[src/rtl/cnn_pkg.sv]
// rtl/cnn_pkg.sv - shared pixel/window widths and window packing for the 3x3 MAC datapath
package cnn_pkg;

   localparam int PIX_BITS = 16;
   localparam int WIN_BITS = 9 * PIX_BITS;
   localparam int IMG_W    = 28;
   localparam int IMG_H    = 28;

   // Row-major 3x3 pack, p[0][0] (top-left) lands in the MSBs.
   function automatic logic [WIN_BITS-1:0] pack_window(input logic [PIX_BITS-1:0] p [3][3]);
      logic [WIN_BITS-1:0] w;
      w = '0;
      for (int i = 0; i < 3; i++) begin
         for (int j = 0; j < 3; j++) begin
            w = {w[WIN_BITS-PIX_BITS-1:0], p[i][j]};
         end
      end
      return w;
   endfunction

endpackage

[src/rtl/line_buffer.sv]
// rtl/line_buffer.sv - one image row of pixels, combinational read-before-write
module line_buffer #(
   parameter int DEPTH = 28,
   parameter int WIDTH = 16
) (
   input  logic                     clk,
   input  logic                     rst,
   input  logic                     we,
   input  logic [$clog2(DEPTH)-1:0] addr,
   input  logic [WIDTH-1:0]         wdata,
   output logic [WIDTH-1:0]         rdata
);

   logic [WIDTH-1:0] mem_q [DEPTH];
   logic [WIDTH-1:0] mem_d [DEPTH];

   // Read sees the old entry even when it is overwritten in the same cycle.
   assign rdata = mem_q[addr];

   always_comb begin
      mem_d = mem_q;
      if (we) begin
         mem_d[addr] = wdata;
      end
   end

   always_ff @(posedge clk or posedge rst) begin
      if (rst) begin
         for (int i = 0; i < DEPTH; i++) begin
            mem_q[i] <= '0;
         end
      end else begin
         mem_q <= mem_d;
      end
   end

endmodule

[src/rtl/conv_window_gen.sv]
// rtl/conv_window_gen.sv - raster pixel stream to packed 3x3 valid-padding windows
module conv_window_gen
   import cnn_pkg::*;
#(
   parameter int PIX_BITS = cnn_pkg::PIX_BITS,
   parameter int IMG_W    = cnn_pkg::IMG_W,
   parameter int IMG_H    = cnn_pkg::IMG_H
) (
   input  logic                     clk,
   input  logic                     rst,
   input  logic                     clr,
   input  logic [PIX_BITS-1:0]      pix_in,
   input  logic                     pix_valid,
   output logic                     pix_ready,
   output logic [9*PIX_BITS-1:0]    window_out,
   output logic                     win_valid,
   input  logic                     win_ready,
   output logic [$clog2(IMG_H)-1:0] win_row,
   output logic [$clog2(IMG_W)-1:0] win_col,
   output logic                     win_last
);

   localparam int COL_W = $clog2(IMG_W);
   localparam int ROW_W = $clog2(IMG_H);
   localparam int WB    = 9 * PIX_BITS;

   logic [COL_W-1:0]    col_q, col_d;
   logic [ROW_W-1:0]    row_q, row_d;
   logic [PIX_BITS-1:0] sr_q [3][3];
   logic [PIX_BITS-1:0] sr_d [3][3];
   logic [WB-1:0]       window_q, window_d;
   logic                win_valid_q, win_valid_d;
   logic [ROW_W-1:0]    win_row_q, win_row_d;
   logic [COL_W-1:0]    win_col_q, win_col_d;
   logic                win_last_q, win_last_d;
   logic [PIX_BITS-1:0] lb0_rd, lb1_rd;
   logic                accept, complete, col_end, row_end;

   assign pix_ready = ~win_valid_q | win_ready;
   assign accept    = pix_valid & pix_ready & ~clr;

   line_buffer #(.DEPTH(IMG_W), .WIDTH(PIX_BITS)) u_lb0 (
      .clk   (clk),
      .rst   (rst),
      .we    (accept),
      .addr  (col_q),
      .wdata (pix_in),
      .rdata (lb0_rd)
   );

   line_buffer #(.DEPTH(IMG_W), .WIDTH(PIX_BITS)) u_lb1 (
      .clk   (clk),
      .rst   (rst),
      .we    (accept),
      .addr  (col_q),
      .wdata (lb0_rd),
      .rdata (lb1_rd)
   );

   always_comb begin
      col_end     = (col_q == COL_W'(IMG_W - 1));
      row_end     = (row_q == ROW_W'(IMG_H - 1));
      complete    = accept && (row_q >= ROW_W'(2)) && (col_q >= COL_W'(2));
      col_d       = col_q;
      row_d       = row_q;
      sr_d        = sr_q;
      window_d    = window_q;
      win_valid_d = win_valid_q & ~win_ready;
      win_row_d   = win_row_q;
      win_col_d   = win_col_q;
      win_last_d  = win_last_q;

      if (clr) begin
         col_d       = '0;
         row_d       = '0;
         win_valid_d = 1'b0;
      end else if (accept) begin
         col_d = col_end ? '0 : col_q + COL_W'(1);
         if (col_end) begin
            row_d = row_end ? '0 : row_q + ROW_W'(1);
         end
         for (int r = 0; r < 3; r++) begin
            sr_d[r][0] = sr_q[r][1];
            sr_d[r][1] = sr_q[r][2];
         end
         sr_d[0][2] = lb1_rd;
         sr_d[1][2] = lb0_rd;
         sr_d[2][2] = pix_in;
         // Only windows whose three columns all come from the current rows are emitted.
         if (complete) begin
            win_valid_d = 1'b1;
            for (int i = 0; i < 3; i++) begin
               for (int j = 0; j < 3; j++) begin
                  window_d = {window_d[WB-PIX_BITS-1:0], sr_d[i][j]};
               end
            end
            win_row_d  = row_q - ROW_W'(2);
            win_col_d  = col_q - COL_W'(2);
            win_last_d = row_end & col_end;
         end
      end
   end

   always_ff @(posedge clk or posedge rst) begin
      if (rst) begin
         col_q       <= '0;
         row_q       <= '0;
         window_q    <= '0;
         win_valid_q <= 1'b0;
         win_row_q   <= '0;
         win_col_q   <= '0;
         win_last_q  <= 1'b0;
         for (int i = 0; i < 3; i++) begin
            for (int j = 0; j < 3; j++) begin
               sr_q[i][j] <= '0;
            end
         end
      end else begin
         col_q       <= col_d;
         row_q       <= row_d;
         sr_q        <= sr_d;
         window_q    <= window_d;
         win_valid_q <= win_valid_d;
         win_row_q   <= win_row_d;
         win_col_q   <= win_col_d;
         win_last_q  <= win_last_d;
      end
   end

   assign window_out = window_q;
   assign win_valid  = win_valid_q;
   assign win_row    = win_row_q;
   assign win_col    = win_col_q;
   assign win_last   = win_last_q;

endmodule

[config.mk]
export PLATFORM = sky130hd
export DESIGN_NAME = conv_window_gen
export DESIGN_NICKNAME = d
export VERILOG_FILES = /design/src/rtl/cnn_pkg.sv /design/src/rtl/line_buffer.sv /design/src/rtl/conv_window_gen.sv
export SDC_FILE = /design/constraint.sdc
export NUM_CORES = 2
export LEC_CHECK = 0
export CAP_MARGIN = 40
export CORE_MARGIN = 2
export CORE_UTILIZATION = 40
export DETAILED_ROUTE_END_ITERATION = 10
export PLACE_DENSITY_LB_ADDON = 0.2
export SYNTH_ARGS = -nofsm -noshare
export SYNTH_HDL_FRONTEND = slang
export SYNTH_HIERARCHICAL = 1
export SYNTH_SLANG_ARGS = --single-unit
export TNS_END_PERCENT = 100
[constraint.sdc]
create_clock -name clk -period 15.5 [get_ports clk]
set_input_delay 2.325 -clock clk [delete_from_list [all_inputs] [get_ports clk]]
set_output_delay 2.325 -clock clk [all_outputs]
set_load 0.005 [all_outputs]
==> reports/qor.log <==
INFO  synth          synth_top_cells_by_area=sky130_fd_sc_hd__dfrtp_1, sky130_fd_sc_hd__mux2_2, sky130_fd_sc_hd__mux2i_1
INFO  power          leakage=28.23nW
INFO  synth          synthesis.area=52,190um^2
INFO  power          total_switching_power=1.903mW
INFO  global_route   first_pass_grt_wire_length=207,300um
INFO  route          totalWireLength=136,400um
INFO  sta            fin_crit=6062ps
INFO  synth          synthesis.instances=3,632
INFO  layout         final_util=0.4625
INFO  sta            max_freq=0.1650GHz
INFO  layout         layout.nets=3,757
INFO  global_route   grt_max_degree=172
INFO  layout         num-fill-cells=11,610
INFO  sta            setup_tns=0ps
INFO  run            max_cap_violations=0
INFO  placement      dpl.hpwl=84,290um
INFO  synth          number_of_flops_mapped_to_enable_cells_by_yosys=0
INFO  critical_path  reg2reg_depth=8
INFO  power          power.ir.vdd_worst=0.00009652V
INFO  clocking       cts.root.buffer_cell=sky130_fd_sc_hd__clkbuf_16
INFO  route          via_count=30,030
INFO  critical_path  critical_path_peak_fanout=12
INFO  clocking       cts_hold_repair.buffers=0
INFO  floorplanning  dieHeight=365.2um
INFO  sta            finalCritPeriodShare=0.3911
INFO  synth          synthDominantAreaCellType=sky130_fd_sc_hd__dfrtp_1
INFO  critical_path  setup.worst_path.start_class=primary input
INFO  synth          synth-seq-area-share=0.5552
INFO  route          drt_first_iter_violations=1,878
INFO  route          detail_route.wl_per_cell=24.48um
INFO  floorplanning  effective_utilization_at_floorplan=0.4031
INFO  floorplanning  pin_count=178
INFO  global_route   globalRouteTotalUtil=0.2067
INFO  power          cellPowerDensity=123.2nW/um^2
INFO  route          vias_per_instance=5.388
INFO  sta            worst-slew-pin-transition=1050ps
INFO  status         status=complete, no violations
INFO  clocking       clock_slew_seen_by_the_registers_of_the_worst_setup_and_hold_paths=50ps
INFO  layout         syn_to_final_growth=14.76%
INFO  sta            timing_max_transition_violations_final=0
INFO  route          firstDrtPassIters=5
INFO  synth          mean_instance_size_in_the_synthesized_netlist=14.37um^2
INFO  synth          async_flop_share=1.000
INFO  placement      place_area=55,550um^2
INFO  synth          yosys_warnings=6
INFO  layout         final_cell_mix=sky130_fd_sc_hd__dfrtp_1, sky130_fd_sc_hd__mux2_2, sky130_fd_sc_hd__mux2i_1
INFO  placement      port_buffers=177
INFO  synth          postSynthNetCount=3,661
INFO  floorplanning  placeableCoreArea=129,500um^2
INFO  layout         drive_above_1_share=0.3574
INFO  critical_path  critPathKind=primary input to output port
INFO  power          internal_dissipation=5.476mW
INFO  synth          synth_top_area_share=0.5552
INFO  sta            grt_setup_unrepaired=no
INFO  layout         finalInstanceArea=59,890um^2
INFO  placement      final_weighted_congestion_in_routability_driven_placement=0.8215
INFO  sta            final_clock_skew=34.68ps
INFO  critical_path  cp.required=13,180ps
INFO  global_route   antenna_found_initial=4
INFO  sta            timing.final.hold_violations=0
INFO  hold_path      min_delay_path_depth=1
INFO  critical_path  worstSetupEndpointType=output port
INFO  hold_path      min-delay-path-class=register to register
INFO  sta            setup_viol_count_final=0
INFO  layout         layout.cells.most_common=sky130_fd_sc_hd__dfrtp_1
INFO  clocking       buffer_count_from_post_cts_setup_fixing=0
INFO  critical_path  arrival_time_reported_for_the_critical_path_endpoint=3740ps
INFO  clocking       cts_tree=done
INFO  clocking       clock_path_buffers=3
INFO  global_route   first_global_vias=31,160
INFO  clocking       cts_resized=0
INFO  floorplanning  placementRows=132
INFO  power          share_seq_of_total_power=0.461
INFO  clocking       worst_skew_pair_latency=740ps
INFO  synth          synth_cell_type_count=51
INFO  global_route   grt.overflow.total=0
INFO  power          overall_power_of_the_completed_layout=7.379mW
INFO  clocking       count_of_h_tree_levels_built_during_cts=4
INFO  route          route.antenna.remaining_nets=0
INFO  floorplanning  chipWidth=365.2um
INFO  synth          synth-main-ff-cell=sky130_fd_sc_hd__dfrtp_1
INFO  clocking       cts.sinks=1,158
INFO  power          clock_power_share=0.422
INFO  power          comb_power_share=0.116
INFO  route          drt_drc_violations_left=0
INFO  clocking       tritoncts.num_buffers=130
INFO  power          p_sw_frac=0.2578
INFO  sta            normalized_max_slew_margin=0.2998
INFO  synth          synth.ff_latch_count=1,158
INFO  floorplanning  fp.dieArea=133,400um^2
==> power by group through the flow <==
stage | logic, mW | registers [mW] | clock network (mW)
6_report | 0.857 | 3.40 | 3.12
5_1_grt | 0.932 | 3.43 | 3.33
4_1_cts | 0.877 | 3.40 | 3.21
3_5_place_dp | 0.874 | 3.46 | 0
3_3_place_gp | 0.856 | 3.45 | 0
2_1_floorplan | 0.573 | 3.41 | 0
==> metal layers <==
layer  vias up  GRT usage  wire, um
li1      13320          -         -
met1     15970     0.2885     62940
met2       551     0.3311     64150
met3       194    0.03107      5807
met4         0    0.06665      3524
met5         -          0         0
==> final cells by class <==
type / count / area [um^2] / area share
Antenna cell: 9 / 22.52 / 0.0003760
Clock buffer: 189 / 3780 / 0.06311
Clock inverter: 37 / 538.0 / 0.008983
Inverter: 21 / 101.3 / 0.001692
Multi-Input combinational cell: 2151 / 21560 / 0.3599
Sequential cell: 1158 / 28990 / 0.4840
Tap cell: 1742 / 2180 / 0.03639
Timing Repair Buffer: 266 / 2728 / 0.04554
==> final timing paths <==
check / from / slack [ps] / end
worst max-delay path: win_ready / 9440 / pix_ready
worst min-delay path: u_lb0/mem_q[251]$_DFFE_PP0P_ / 480 / u_lb0/mem_q[251]$_DFFE_PP0P_
worst max register to register: col_q[1]$_DFFE_PP0P_ / 10740 / u_lb1/mem_q[440]$_DFFE_PP0P_
worst min register to register: u_lb0/mem_q[251]$_DFFE_PP0P_ / 480 / u_lb0/mem_q[251]$_DFFE_PP0P_
max in group asynchronous: rst / 10910 / u_lb0/mem_q[79]$_DFFE_PP0P_
min in group asynchronous: rst / 2390 / u_lb0/mem_q[41]$_DFFE_PP0P_
==> registers in the layout, indices dropped and copies added (netlist names) <==
name         flops
u_lb0/mem_q    448
sr_q            96
win_last         1
row_q            5
window_out     144
win_row          5
col_q            5
win_col          5
win_valid        1
u_lb1/mem_q    448
==> cell usage after synthesis, drive strengths merged, types with 4 or more instances <==
cell / count
nand2: 139
mux2: 1146
dfrtp: 1158
ha: 8
nand3: 102
xor2: 4
buf: 191
and2: 9
mux4: 36
clkbuf: 111
or2: 8
nand4: 34
and3: 5
mux2i: 378
a22oi: 122
inv: 21
nor2: 43
nand2b: 5
a21oi: 69
nor2b: 12
==> per-stage QoR <==
| stage | setup WS (ps) | instances | hold WS [ps] |
|---|---|---|---|
| floorplan | 689.7 | 3632 | 457.4 |
| finish | 9438 | 5573 | 479.7 |
| global placement | 8640 | 5320 | 467.0 |
| detailed placement | 9404 | 5338 | 473.9 |
| CTS | 9437 | 5564 | 486.9 |
| global route | 9342 | 5564 | 494.5 |
==> worst max-delay path, stage by stage <==
cell and delay [ps]:
sky130_fd_sc_hd__clkdlybuf4s50_1 440, sky130_fd_sc_hd__nand2b_1 360, sky130_fd_sc_hd__clkdlybuf4s50_1 610
==> cell families (layout without fill, tap and decap cells) <==
group                      after synthesis  in the layout  synth area share
AOI/OAI and AO/OA                      210            210           0.02783
other                                    0              9                 0
and+or+nand+nor                        369            369           0.03944
DFF                                   1158           1158            0.5552
muxes                                 1560           1560            0.3425
adders and majority gates                8              8          0.001918
xor gates and xnor gates                 4              4         0.0006712
buffers and inverters                  323            513           0.03241
No activity file was read; power rests on OpenSTA's default activity.
